$ cat config.mk
export PLATFORM = sky130hd
export DESIGN_NAME = hash_tx
export DESIGN_NICKNAME = d
export VERILOG_FILES = /design/src/rtl/hash_tx_pkg.sv /design/src/rtl/hash_tx_skid.sv /design/src/rtl/hash_tx.sv
export SDC_FILE = /design/constraint.sdc
export NUM_CORES = 1
export LEC_CHECK = 0
export BUFFER_PORTS_ARGS = -buffer_cell sky130_fd_sc_hd__clkbuf_2
export CORE_MARGIN = 3
export CORE_UTILIZATION = 50
export DETAILED_ROUTE_END_ITERATION = 10
export PLACE_DENSITY = 0.7
export SYNTH_ARGS = -nofsm -noshare
export SYNTH_HDL_FRONTEND = slang
export SYNTH_SLANG_ARGS = --single-unit
$ cat constraint.sdc
create_clock -name clk -period 3.7 [get_ports clk]
set_input_delay 0.74 -clock clk [delete_from_list [all_inputs] [get_ports clk]]
set_output_delay 0.74 -clock clk [all_outputs]
set_load 0.01 [all_outputs]
$ cat src/rtl/hash_tx_pkg.sv
// hash_tx_pkg: state encoding and frame constants shared by the hash transmit framer.
package hash_tx_pkg;

    localparam int          LEN_W     = 11;
    localparam int          HDR_BYTES = 4;
    localparam logic [15:0] SYNC_WORD = 16'hA55A;

    typedef enum logic [2:0] {
        ST_IDLE,
        ST_SYNC0,
        ST_SYNC1,
        ST_LEN_H,
        ST_LEN_L,
        ST_PAYLOAD,
        ST_CSUM,
        ST_DONE
    } tx_state_e;

endpackage

$ cat src/rtl/hash_tx_skid.sv
// hash_tx_skid: 2-entry byte buffer between the hash FIFO and the output register.
// Tracks reads still in flight so the framer never requests more than it can hold.
module hash_tx_skid (
    input  logic       clk,
    input  logic       reset_n,
    input  logic       rd_en,
    input  logic       fifo_valid,
    input  logic [7:0] fifo_data,
    input  logic       pop,
    output logic       avail,
    output logic [7:0] head,
    output logic [1:0] occupancy,
    output logic [1:0] outstanding
);

    logic [1:0][7:0] mem_q, mem_d;
    logic            wr_ptr_q, wr_ptr_d;
    logic            rd_ptr_q, rd_ptr_d;
    logic [1:0]      occ_q, occ_d;
    logic [1:0]      out_q, out_d;
    logic            push, store, take;

    always_comb begin
        push  = fifo_valid && (out_q != 2'd0);
        take  = pop && (occ_q != 2'd0);
        // An arriving byte popped straight through an empty buffer is never stored.
        store = push && !(pop && (occ_q == 2'd0));
        avail = (occ_q != 2'd0) || push;
        head  = (occ_q != 2'd0) ? mem_q[rd_ptr_q] : fifo_data;

        mem_d = mem_q;
        if (store) begin
            mem_d[wr_ptr_q] = fifo_data;
        end
        wr_ptr_d = wr_ptr_q ^ store;
        rd_ptr_d = rd_ptr_q ^ take;
        occ_d    = occ_q + {1'b0, store} - {1'b0, take};
        out_d    = out_q + {1'b0, rd_en} - {1'b0, push};
    end

    always_ff @(posedge clk or negedge reset_n) begin
        if (!reset_n) begin
            mem_q    <= '0;
            wr_ptr_q <= 1'b0;
            rd_ptr_q <= 1'b0;
            occ_q    <= 2'd0;
            out_q    <= 2'd0;
        end else begin
            mem_q    <= mem_d;
            wr_ptr_q <= wr_ptr_d;
            rd_ptr_q <= rd_ptr_d;
            occ_q    <= occ_d;
            out_q    <= out_d;
        end
    end

    assign occupancy   = occ_q;
    assign outstanding = out_q;

endmodule

$ cat src/rtl/hash_tx.sv
// hash_tx: frames hash FIFO bytes as sync word, 11-bit length, payload and optional checksum.
// Define HASH_TX_CSUM_EN to append the two's-complement checksum byte after the payload.
module hash_tx
    import hash_tx_pkg::*;
(
    input  logic             clk,
    input  logic             reset_n,
    input  logic             txStart,
    input  logic [LEN_W-1:0] txByteTotal,
    input  logic [7:0]       hashDataIn,
    input  logic             hashFifoEmpty,
    input  logic             hashFifoValid,
    output logic             hashRdEn,
    output logic [7:0]       txData,
    output logic             txValid,
    input  logic             txReady,
    output logic             txLast,
    output logic             txBusy,
    output logic             txDone,
    output logic             txOverrun
);

    tx_state_e        state_q, state_d;
    logic [LEN_W-1:0] len_q, len_d;
    logic [LEN_W-1:0] rd_req_cnt_q, rd_req_cnt_d;
    logic [LEN_W-1:0] tx_cnt_q, tx_cnt_d;
    logic [7:0]       tx_data_q, tx_data_d;
    logic             tx_valid_q, tx_valid_d;
    logic             tx_last_q, tx_last_d;
    logic             busy_q, busy_d;
    logic             done_q, done_d;
    logic             overrun_q, overrun_d;
`ifdef HASH_TX_CSUM_EN
    logic [7:0]       csum_q, csum_d;
    logic             load_csum;
`endif

    logic             xfer, pop, try_load, finish, avail;
    logic [7:0]       head;
    logic [1:0]       occupancy, outstanding;
    logic [2:0]       fill_level;

    hash_tx_skid u_skid (
        .clk         (clk),
        .reset_n     (reset_n),
        .rd_en       (hashRdEn),
        .fifo_valid  (hashFifoValid),
        .fifo_data   (hashDataIn),
        .pop         (pop),
        .avail       (avail),
        .head        (head),
        .occupancy   (occupancy),
        .outstanding (outstanding)
    );

    assign xfer       = tx_valid_q && txReady;
    assign fill_level = {1'b0, occupancy} + {1'b0, outstanding};

    always_comb begin
        state_d      = state_q;
        len_d        = len_q;
        rd_req_cnt_d = rd_req_cnt_q;
        tx_cnt_d     = tx_cnt_q;
        tx_data_d    = tx_data_q;
        tx_valid_d   = tx_valid_q;
        tx_last_d    = tx_last_q;
        busy_d       = busy_q;
        done_d       = 1'b0;
        overrun_d    = overrun_q;
        pop          = 1'b0;
        try_load     = 1'b0;
        finish       = 1'b0;
`ifdef HASH_TX_CSUM_EN
        csum_d       = csum_q;
        load_csum    = 1'b0;
`endif

        // Prefetch starts with the header so the payload follows LEN_L without a gap.
        hashRdEn = (state_q inside {ST_SYNC0, ST_SYNC1, ST_LEN_H, ST_LEN_L, ST_PAYLOAD})
                   && !hashFifoEmpty && (fill_level < 3'd2) && (rd_req_cnt_q < len_q);
        if (hashRdEn) begin
            rd_req_cnt_d = rd_req_cnt_q + 1'b1;
        end

        if (txStart && (state_q != ST_IDLE)) begin
            overrun_d = 1'b1;
        end

        case (state_q)
            ST_IDLE: begin
                if (txStart) begin
                    len_d        = txByteTotal;
                    rd_req_cnt_d = '0;
                    tx_cnt_d     = '0;
                    tx_data_d    = SYNC_WORD[15:8];
                    tx_valid_d   = 1'b1;
                    tx_last_d    = 1'b0;
                    busy_d       = 1'b1;
                    state_d      = ST_SYNC0;
`ifdef HASH_TX_CSUM_EN
                    csum_d       = 8'h00;
`endif
                end
            end
            ST_SYNC0: begin
                if (xfer) begin
                    tx_data_d = SYNC_WORD[7:0];
                    state_d   = ST_SYNC1;
                end
            end
            ST_SYNC1: begin
                if (xfer) begin
                    tx_data_d = {5'b0, len_q[10:8]};
                    state_d   = ST_LEN_H;
`ifdef HASH_TX_CSUM_EN
                    csum_d    = csum_q + {5'b0, len_q[10:8]};
`endif
                end
            end
            ST_LEN_H: begin
                if (xfer) begin
                    tx_data_d = len_q[7:0];
                    state_d   = ST_LEN_L;
`ifdef HASH_TX_CSUM_EN
                    csum_d    = csum_q + len_q[7:0];
`else
                    tx_last_d = (len_q == '0);
`endif
                end
            end
            ST_LEN_L: begin
                if (xfer) begin
                    if (len_q != '0) begin
                        state_d  = ST_PAYLOAD;
                        try_load = 1'b1;
                    end else begin
`ifdef HASH_TX_CSUM_EN
                        load_csum = 1'b1;
`else
                        finish    = 1'b1;
`endif
                    end
                end
            end
            ST_PAYLOAD: begin
                if (xfer) begin
                    tx_cnt_d = tx_cnt_q + 1'b1;
                    if ((tx_cnt_q + 1'b1) == len_q) begin
`ifdef HASH_TX_CSUM_EN
                        load_csum = 1'b1;
`else
                        finish    = 1'b1;
`endif
                    end else begin
                        try_load = 1'b1;
                    end
                end else if (!tx_valid_q) begin
                    try_load = 1'b1;
                end
            end
            ST_CSUM: begin
                if (xfer) begin
                    finish = 1'b1;
                end
            end
            ST_DONE: begin
                state_d = ST_IDLE;
            end
            default: begin
                state_d = ST_IDLE;
            end
        endcase

        // An empty buffer leaves txValid low; a presented byte is never withdrawn.
        if (try_load) begin
            if (avail) begin
                pop        = 1'b1;
                tx_data_d  = head;
                tx_valid_d = 1'b1;
`ifdef HASH_TX_CSUM_EN
                tx_last_d  = 1'b0;
                csum_d     = csum_d + head;
`else
                tx_last_d  = ((tx_cnt_d + 1'b1) == len_q);
`endif
            end else begin
                tx_valid_d = 1'b0;
                tx_last_d  = 1'b0;
            end
        end

`ifdef HASH_TX_CSUM_EN
        if (load_csum) begin
            state_d    = ST_CSUM;
            tx_data_d  = 8'h00 - csum_q;
            tx_valid_d = 1'b1;
            tx_last_d  = 1'b1;
        end
`endif

        if (finish) begin
            state_d    = ST_DONE;
            tx_valid_d = 1'b0;
            tx_last_d  = 1'b0;
            busy_d     = 1'b0;
            done_d     = 1'b1;
        end
    end

    always_ff @(posedge clk or negedge reset_n) begin
        if (!reset_n) begin
            state_q      <= ST_IDLE;
            len_q        <= '0;
            rd_req_cnt_q <= '0;
            tx_cnt_q     <= '0;
            tx_data_q    <= 8'h00;
            tx_valid_q   <= 1'b0;
            tx_last_q    <= 1'b0;
            busy_q       <= 1'b0;
            done_q       <= 1'b0;
            overrun_q    <= 1'b0;
`ifdef HASH_TX_CSUM_EN
            csum_q       <= 8'h00;
`endif
        end else begin
            state_q      <= state_d;
            len_q        <= len_d;
            rd_req_cnt_q <= rd_req_cnt_d;
            tx_cnt_q     <= tx_cnt_d;
            tx_data_q    <= tx_data_d;
            tx_valid_q   <= tx_valid_d;
            tx_last_q    <= tx_last_d;
            busy_q       <= busy_d;
            done_q       <= done_d;
            overrun_q    <= overrun_d;
`ifdef HASH_TX_CSUM_EN
            csum_q       <= csum_d;
`endif
        end
    end

    assign txData    = tx_data_q;
    assign txValid   = tx_valid_q;
    assign txLast    = tx_last_q;
    assign txBusy    = busy_q;
    assign txDone    = done_q;
    assign txOverrun = overrun_q;

endmodule

Word level (Yosys, flattened, before mapping):

Index checks and enable logic that the tools add are counted.

* input bits: 25
* bits in registers: 71
* RAM bits: 0
* memories kept: 0
* output and inout port bits: 14
* bits in latches: 0
* memory bits (read-only): 0

* bitwise logic cells: 2
* add/sub/neg operators: 8
* equality and inequality tests: 17
* $mul: 0
* div/mod/pow operators: 0
* reductions and logical operators: 32
* shifts and indexed selects: 0
* magnitude comparators: 5
* muxes and demuxes: 53

Operators by type and width (number)
* 8-bit two-way mux: 10
* 11-bit two-way mux: 5
* 11-bit by 1-bit adder with 11-bit output (second input constant): 3
* 8-bit case mux with 4 select lines: 1
* 1-bit two-way mux: 23
* 11-bit equality test: 2
* 11-bit case mux with 2 select lines: 1
* 3-bit two-way mux: 7
* 3-bit case mux with 6 select lines: 1
* 16-bit bitwise mux: 1
* 3-bit inequality test (second input constant): 5
* 3-bit equality test (second input constant): 4
* 11-bit logical NOT: 1
* 11-bit < comparator: 1
* 11-bit nonzero test: 1
* 1-bit logical AND: 10
* 3-bit nonzero test: 3
* 8-bit demux with 1-bit select: 1
* 4-bit inequality test (second input constant): 2
* 2-bit nonzero test: 4
* 7-bit AND reduction: 1
* 7-bit nonzero test: 1
* 3-bit by 2-bit equality test with 1-bit output (second input constant): 2
* 2-bit AND reduction: 3
* other kinds (18): 24

Longest topological paths before layout:

Gate-level depths: netlist of run 1.

* word-level depth: 11
* mapped depth: 15
* gate-level depth less buffers: 14

Modules after synthesis:

Synthesis of run 1 repeated with hierarchy kept, for this count alone.

* cell total of the unflattened synthesis: 514
* area, all modules: 4657.0 sq um

By module, submodules not included
* hash_tx: instances 1, seq. area each 1226.2 sq um, cells each 421, area each 3539.6 sq um
* hash_tx_skid: instances 1, seq. area each 550.5 sq um, cells each 93, area each 1117.3 sq um

Least setup slack after synthesis of run 1:

No wires, ideal clock.

* path type: register -> register
* start: reg tx_cnt_q[0]
* end: reg u_skid.mem_q[0] (netlist bit)
* buffers on the path: 2
* cell stages (with the launch flop): 15
* slack: 0.508 ns
* library setup time: 0.125 ns
* required time: 3.575 ns
* arrival time: 3.067 ns
* period minus slack after synthesis: 3.192 ns
* cells stage by stage: dfrtp_1 ha_1 clkbuf_1 and2_1 nor3_1 a21oi_1 o32ai_1 nor2_1 nor4_1 o21ba_2 nor2_1 a21oi_1 ha_1 clkbuf_1 mux2_2

* word-level cells in the longest chain between the ends: 9

Ends and longest elaborated chain
* start: declaration: line hash_tx.sv:26 `logic [LEN_W-1:0] tx_cnt_q, tx_cnt_d;`
* start signal: assignment: line hash_tx.sv:229 `tx_cnt_q <= tx_cnt_d;`
* 11-bit by 1-bit adder with 11-bit output: line hash_tx.sv:148 `if ((tx_cnt_q + 1'b1) == len_q) begin`
* 11-bit equality test: line hash_tx.sv:148
* 1-bit two-way mux: line hash_tx.sv:148
* 1-bit two-way mux: line hash_tx.sv:146 `if (xfer) begin`
* 1-bit case mux with 2 select lines: line hash_tx.sv:89 `case (state_q)`
* 1-bit two-way mux: line hash_tx.sv:175 `if (try_load) begin`
* 1-bit logical AND: line hash_tx_skid.sv:27 `store = push && !(pop && (occ_q == 2'd0));`
* 1-bit logical NOT: line hash_tx_skid.sv:27
* 1-bit logical AND: line hash_tx_skid.sv:27
* end signal: assignment: line hash_tx_skid.sv:49 `mem_q <= mem_d;`
* end: declaration: line hash_tx_skid.sv:16 `logic [1:0][7:0] mem_q, mem_d;`

No other way between the ends.
A chain may end at the register's enable or synchronous reset.

Worst setup path after layout of run 1:

* start: reg len_q[1]
* end: out hashRdEn

* word-level cells in the longest chain between the ends: 2

Ends and longest elaborated chain
* start: declaration: line hash_tx.sv:24 `logic [LEN_W-1:0] len_q, len_d;`
* start signal: assignment: line hash_tx.sv:227 `len_q <= len_d;`
* 11-bit < comparator: line hash_tx.sv:80 `&& !hashFifoEmpty && (fill_level < 3'd2) && (rd_req_cnt_q < len_q);`
* 1-bit logical AND: line hash_tx.sv:80
* end: declaration: line hash_tx.sv:13 `output logic hashRdEn,`

No other way between the ends.

==> impl_metrics.ini, run 1 <==
[worst_setup_path]
r2r_cells = 12
slowest_stage = dfrtp_1
slowest_delay_ns = 0.49
critPathKind = reg2out
crit_fanout = 5
r2r_start = tx_cnt_q[1]
arrival_ns = 2.79
crit_path_frequent_cell = a21o_1
path_buf_inv = 3
path_delay_family = compound AO/OA/AOI/OAI gates
worstPathCellList = inv_1 -> ha_1 -> a21o_1 -> a21o_1 -> a21o_1 -> a21o_1 -> a2111oi_2 -> o21ai_1 -> inv_1 -> clkbuf_2
crit_path_end_kind = output pin
crit_required_ns = 2.96
cp-start-kind = register
worstReg2RegEnd = u_skid.mem_q[13]
r2r_slack_ns = 0.29

[place]
place_congestion = 0.885
place_area_sq_um = 4910
post-place-ws_ns = 0.219
dp_hpwl_mm = 8.48
portBuffers = 38

[floorplanning]
fp.dieH_um = 102
ios = 39
initial_utilization = 0.520
core_area_sq_um = 8850
chipWidth_um = 102
dieArea_sq_um = 10400
rows = 34

[sta]
skew_ns = 0.0121
slew_violations = 0
max_clock_freq_ghz = 0.284
hold_viol = 0
fin_crit_sh = 0.953
setup_viol = 0
worst_slack_ns = 0.174
slew-limit-headroom = 0.582
worstMarginPinSlew_ns = 0.622
fin_hold_ws_ns = 0.375
min_period_ns = 3.53
rsz0062_at_grt = no
finalSetupTns_ns = 0

[grt]
grt-ovfl-total = 0
grt_pass1_wl_mm = 18.9
grtUsageTotal = 0.233
grt_pass1_vias = 3799
antenna_found_initial = 0
grt_max_degree = 29

[final_layout]
drive_gt1_frac = 0.199
layout.core_utilization = 0.583
final_common_cell = dfrtp_1
final_nets = 578
insertedDiodeCount = 0
final_cell_mix = dfrtp_1, nand2_1, clkbuf_2
area_growth_pct = 12.2
stdcell_area_sq_um = 5160

[synthesis]
syn_inst = 497
ys.warnings.count = 0
synthesis.area_sq_um = 4600
async_flop_share = 1.00
ys_types = 62
synth_ff_type = dfrtp_1
synth-edff-count = 0
ys_ff_latch = 71
ys_seq_area_frac = 0.386
syn_nets = 542
syn_avg_cell_area_sq_um = 9.25

[power_and_ir_drop]
switching_share = 0.404
power.density_nw_per_um2 = 746
internal-power_mw = 2.30
p_seq_frac = 0.366
p_comb_frac = 0.432
clkPwrFrac = 0.203
ir_worst_vdd_mv = 0.467
p_leak_nw = 2.31
p_sw_mw = 1.56

[drt]
ant_nets = 0
drtPass1Iterations = 6
vias = 3893
drt_first_iter_violations = 262
wl_per_cell_um = 17.7
vias_per_cell = 6.03
wl_mm = 11.4
drc = 0

[clock_tree]
clkSlewWorstSetupHoldPaths_ns = 0.09
cts_made_buffers = 9
htree_levels = 3
worst_skew_pair.late_latency_ns = 0.35
cts_max_path_buffers = 2
cts_root_buf = clkbuf_8
cts_sinks = 71
holdBufCountCts = 0
cts_tree = built

[flow_run]
drv_cap = 0

[min_path]
hp-class = in2async

[status]
status = complete, no violations
## state kept, by name, summed over array words and instances (netlist names), 2 cells and up
signal and count:
u_skid.mem_q 16, state_q 3, u_skid.outstanding 2, txData 8, u_skid.occupancy 2, rd_req_cnt_q 11
len_q 11, tx_cnt_q 11
## power groups by stage
| stage | logic (mW) | clock network, mW | registers (mW) |
|---|---|---|---|
| 2_1_floorplan | 1.33 | 0 | 1.25 |
| 3_3_place_gp | 1.59 | 0 | 1.41 |
| 3_5_place_dp | 1.65 | 0 | 1.42 |
| 4_1_cts | 1.66 | 0.799 | 1.40 |
| 5_1_grt | 1.86 | 0.832 | 1.44 |
| 6_report | 1.66 | 0.780 | 1.41 |
## per-layer routing
metal,global-route usage,share of wire
met5,0,0
met4,0.0686,0.025
met3,0.0491,0.049
met2,0.369,0.48
met1,0.326,0.45
## how the worst max path moves through the flow
| stage | slack (ns) | from | to | depth (start not counted) |
|---|---|---|---|---|
| 3_5_place_dp | 0.22 | txStart | txLast | 10 |
| 6_report | 0.17 | len_q[1] | hashRdEn | 10 |
| 4_1_cts | 0.03 | len_q[1] | hashRdEn | 10 |
| 5_1_grt | 0.004 | state_q[0] | txLast | 9 |
| 2_1_floorplan | 0.51 | tx_cnt_q[0] | u_skid.mem_q[0] | 14 |
| 3_3_place_gp | 0.32 | txStart | txLast | 11 |
## through the flow
stage / total power, mW / instances
after global routing: 4.14 / 646
after global placement: 3.00 / 630
after detailed placement: 3.07 / 630
final: 3.85 / 646
after floorplan: 2.58 / 497
after CTS: 3.86 / 646
## cells by family (layout without fill, tap and decap cells)
family,Yosys count,after routing,synth area share
simple gates,158,158,0.177
compound gates,109,109,0.156
flops,71,71,0.386
buf+inv,59,100,0.0547
xor+xnor,40,40,0.0762
mux,40,40,0.0933
fa+ha+maj,20,20,0.0560
## layout make-up
cell class,count,area [sq um]
sequential,71,1780
fill,792,3690
clock inverter,7,125
inverter,30,113
tap,108,135
multi-input combinational,367,2580
clock buffer,9,124
timing repair buffer,54,310
## repair_timing
item	CTS	global route
resized for setup	0	1
buffers inserted	0	0
setup endpoints to repair	0	1
## synthesized netlist by cell type, drive strengths merged, types with 4 or more instances
cell type | number | share of area
a21oi | 26 | 0.029
mux2 | 23 | 0.056
nor3b | 4 | 0.0065
xor2 | 10 | 0.019
nand2 | 42 | 0.035
nand2b | 7 | 0.0095
clkbuf | 21 | 0.017
o211ai | 5 | 0.0082
a21o | 7 | 0.011
buf | 8 | 0.013
o22ai | 5 | 0.0068
and3 | 5 | 0.0068
nand4 | 6 | 0.0082
or4 | 6 | 0.0098
nor2 | 29 | 0.024
dfrtp | 71 | 0.39
xnor2 | 30 | 0.057
inv | 30 | 0.024
o31ai | 5 | 0.0082
ha | 19 | 0.052
nor4 | 12 | 0.016
o21ai | 35 | 0.041
mux2i | 17 | 0.037
o2111ai | 5 | 0.0095
nor3 | 14 | 0.016
nand3 | 17 | 0.018
(Power assumes the default switching activity.)
==> inputs of run 2 (changes only) <==
--- a/config.mk
+++ b/config.mk
@@ -12,4 +12,5 @@
 export PLACE_DENSITY = 0.7
 export SYNTH_ARGS = -nofsm -noshare
 export SYNTH_HDL_FRONTEND = slang
+export SYNTH_HIERARCHICAL = 1
 export SYNTH_SLANG_ARGS = --single-unit
==> run 2 against run 1 <==
  * Global-route usage grew 1.3 points
  * Cell area rose by 1.2%
  * Final cell count rose by 4.0%
  * Sequential power shrank 26%
  * Largest power group is now registers
==> impl_metrics.ini, run 2 <==
[synthesis]
ys.warnings.count = 6
syn_inst = 514
ys_types = 71
synth-edff-count = 0
async_flop_share = 1.00
ys_top_cells_by_area = dfrtp_1, ha_1, a21oi_1
syn_nets = 559
synth_common_cells = dfrtp_1, nand2_1, a21oi_1, o21ai_0, inv_1
ys_ff_latch = 71
synth_top_area_frac = 0.382
synth_ff_type = dfrtp_1
ys_seq_area_frac = 0.382
syn_avg_cell_area_sq_um = 9.06
synthesis.area_sq_um = 4660
synth_area_leader_cell = dfrtp_1
yosysMostFrequentCell = dfrtp_1

[sta]
max_clock_freq_ghz = 0.282
setup_viol = 0
worstMarginPinSlew_ns = 0.899
skew_ns = 0.0198
rsz0062_at_grt = no
finalSetupTns_ns = 0
slew-limit-headroom = 0.401
slew_violations = 0
min_period_ns = 3.54
hold_viol = 0
fin_crit_sh = 0.957

[clock_tree]
htree_levels = 3
cts_tree = built
worst_skew_pair.late_latency_ns = 0.37
cts_made_buffers = 9
cts_max_path_buffers = 2
cts_root_buf = clkbuf_8
holdBufCountCts = 0
clkSlewWorstSetupHoldPaths_ns = 0.08
cts_sinks = 71

[drt]
drtPass1Iterations = 5
drt_first_iter_violations = 277
vias = 4156
vias_per_cell = 6.18
wl_mm = 12.0
ant_nets = 0
drc = 0
wl_per_cell_um = 17.9

[worst_setup_path]
worstPathCellList = and2_1 -> fa_1 -> nor4_1 -> nand3_1 -> or4_1 -> a21oi_1 -> nor2_1 -> inv_1 -> clkbuf_2
path_delay_family = simple AND/OR/NAND/NOR gates
arrival_ns = 2.80
r2r_slack_ns = 0.26
slowest_stage = or4_1
critPathKind = reg2out
cp-start-kind = register
slowest_delay_ns = 0.43
crit_fanout = 3
crit_path_end_kind = output pin
r2r_start = tx_cnt_q[0]
worstReg2RegEnd = u_skid/occupancy[1]
crit_required_ns = 2.96
r2r_cells = 15
path_buf_inv = 2

[final_layout]
nFillCells = 788
multiInputGateArea_sq_um = 2640
insertedDiodeCount = 0
seqCellArea_sq_um = 1780
largest-register = u_skid/mem_q
final_cell_mix = dfrtp_1, nand2_1, clkbuf_2
largest_register_ffs = 16
final_common_cell = dfrtp_1
drive_gt1_frac = 0.191
final_nets = 604
stdcell_area_sq_um = 5230
area_growth_pct = 12.2

[floorplanning]
core_area_sq_um = 8890
rows = 34
ios = 39
initial_utilization = 0.524
fp.dieH_um = 103
chipWidth_um = 103
dieArea_sq_um = 10500

[place]
place_area_sq_um = 5020
place_congestion = 1.01
portBuffers = 38
dp_hpwl_mm = 9.11

[grt]
grt_max_degree = 72
grt-ovfl-total = 0
grt_pass1_wl_mm = 20.2
grtUsageTotal = 0.247
antenna_found_initial = 0
grt_pass1_vias = 4077

[power_and_ir_drop]
p_leak_nw = 2.38
power.density_nw_per_um2 = 474
ir_worst_vdd_mv = 0.478

[min_path]
min-delay-start = u_skid/mem_q[4]
worstHoldEndpoint = u_skid/mem_q[4]
holdPathStages = 1
hp-class = reg2reg

[status]
status = complete, no violations

[flow_run]
drv_cap = 0
## run 2: cell count changes in the layout (fill, tap and decap cells not counted), moves of 4 or more
cell and change:
a32oi_1 +4, nand3_1 -8, nor3_1 +7, xnor2_1 -13, nor2b_1 +4, a21oi_1 +11, or3_1 +5, mux2_2 -7
o22ai_1 -5, buf_4 +7, a31oi_1 +7, mux2i_1 -6, and3_1 +5
## run 2: how the worst max path moves through the flow
stage | from | end | cells past startpoint
after detailed placement | txReady | txLast | 13
after global routing | u_skid/outstanding[0] | hashRdEn | 9
after CTS | u_skid/occupancy[0] | hashRdEn | 9
final | u_skid/outstanding[0] | hashRdEn | 9
after global placement | txReady | txLast | 13
after floorplan | tx_cnt_q[0] | u_skid/occupancy[1] | 16
## run 2: cell families (layout without fill, tap and decap cells)
group	after synthesis	count (layout)	synth area share
compound gates	141	141	0.202
xor+xnor	28	28	0.0527
fa+ha+maj	20	20	0.0553
buf+inv	58	108	0.0540
flops	71	71	0.382
mux	27	27	0.0623
simple gates	169	169	0.192
## run 2: area by class of cell
cell class	instances	share of cell area
Clock buffer	10	0.0244
Clock inverter	6	0.0132
Inverter	31	0.0223
Multi-Input combinational cell	385	0.504
Sequential cell	71	0.340
Tap cell	108	0.0259
Timing Repair Buffer	61	0.0694
## run 2: through the flow
| step | utilization | setup WS [ns] | cells | total power, mW | hold slack (ns) |
|---|---|---|---|---|---|
| CTS | 0.587 | 0.167 | 672 | 2.50 | 0.514 |
| global route | 0.588 | 0.0188 | 672 | 2.65 | 0.531 |
| global placement | 0.565 | 0.160 | 656 | 1.81 | 0.479 |
| floorplan | - | 0.218 | 514 | 1.64 | 0.444 |
| detailed placement | 0.565 | 0.0639 | 656 | 1.85 | 0.496 |
| finish | 0.588 | 0.160 | 672 | 2.48 | 0.511 |
## run 2: report_power, final
group | internal (mW) | switching (mW)
clock | 0.315 | 0.324
sequential | 0.936 | 0.115
combinational | 0.370 | 0.416
total | 1.62 | 0.855
## run 2: worst register-to-register path, delay by kind of cell, from the launching register on
kind | cells | cell delay, ns
AND/OR/NAND/NOR | 4 | 1.08
AO/OA/AOI/OAI | 4 | 0.75
XOR/XNOR | 2 | 0.34
buffers and inverters | 2 | 0.12
adder cells (fa/ha/maj) | 3 | 0.65
flip-flops | 1 | 0.44
## run 2: layer usage
layer,GRT usage,part of all wire,vias up
li1,-,-,1968
met1,0.337,0.46,2020
met2,0.388,0.46,144
met3,0.0433,0.056,24
met4,0.105,0.024,0
met5,0,0,-
## run 2: repair_timing
item | 4_1_cts | 5_1_grt
gates resized for setup | 0 | 3
endpoints found under the hold margin | 0 | 0
setup endpoints to repair | 0 | 5
buffers inserted | 0 | 0
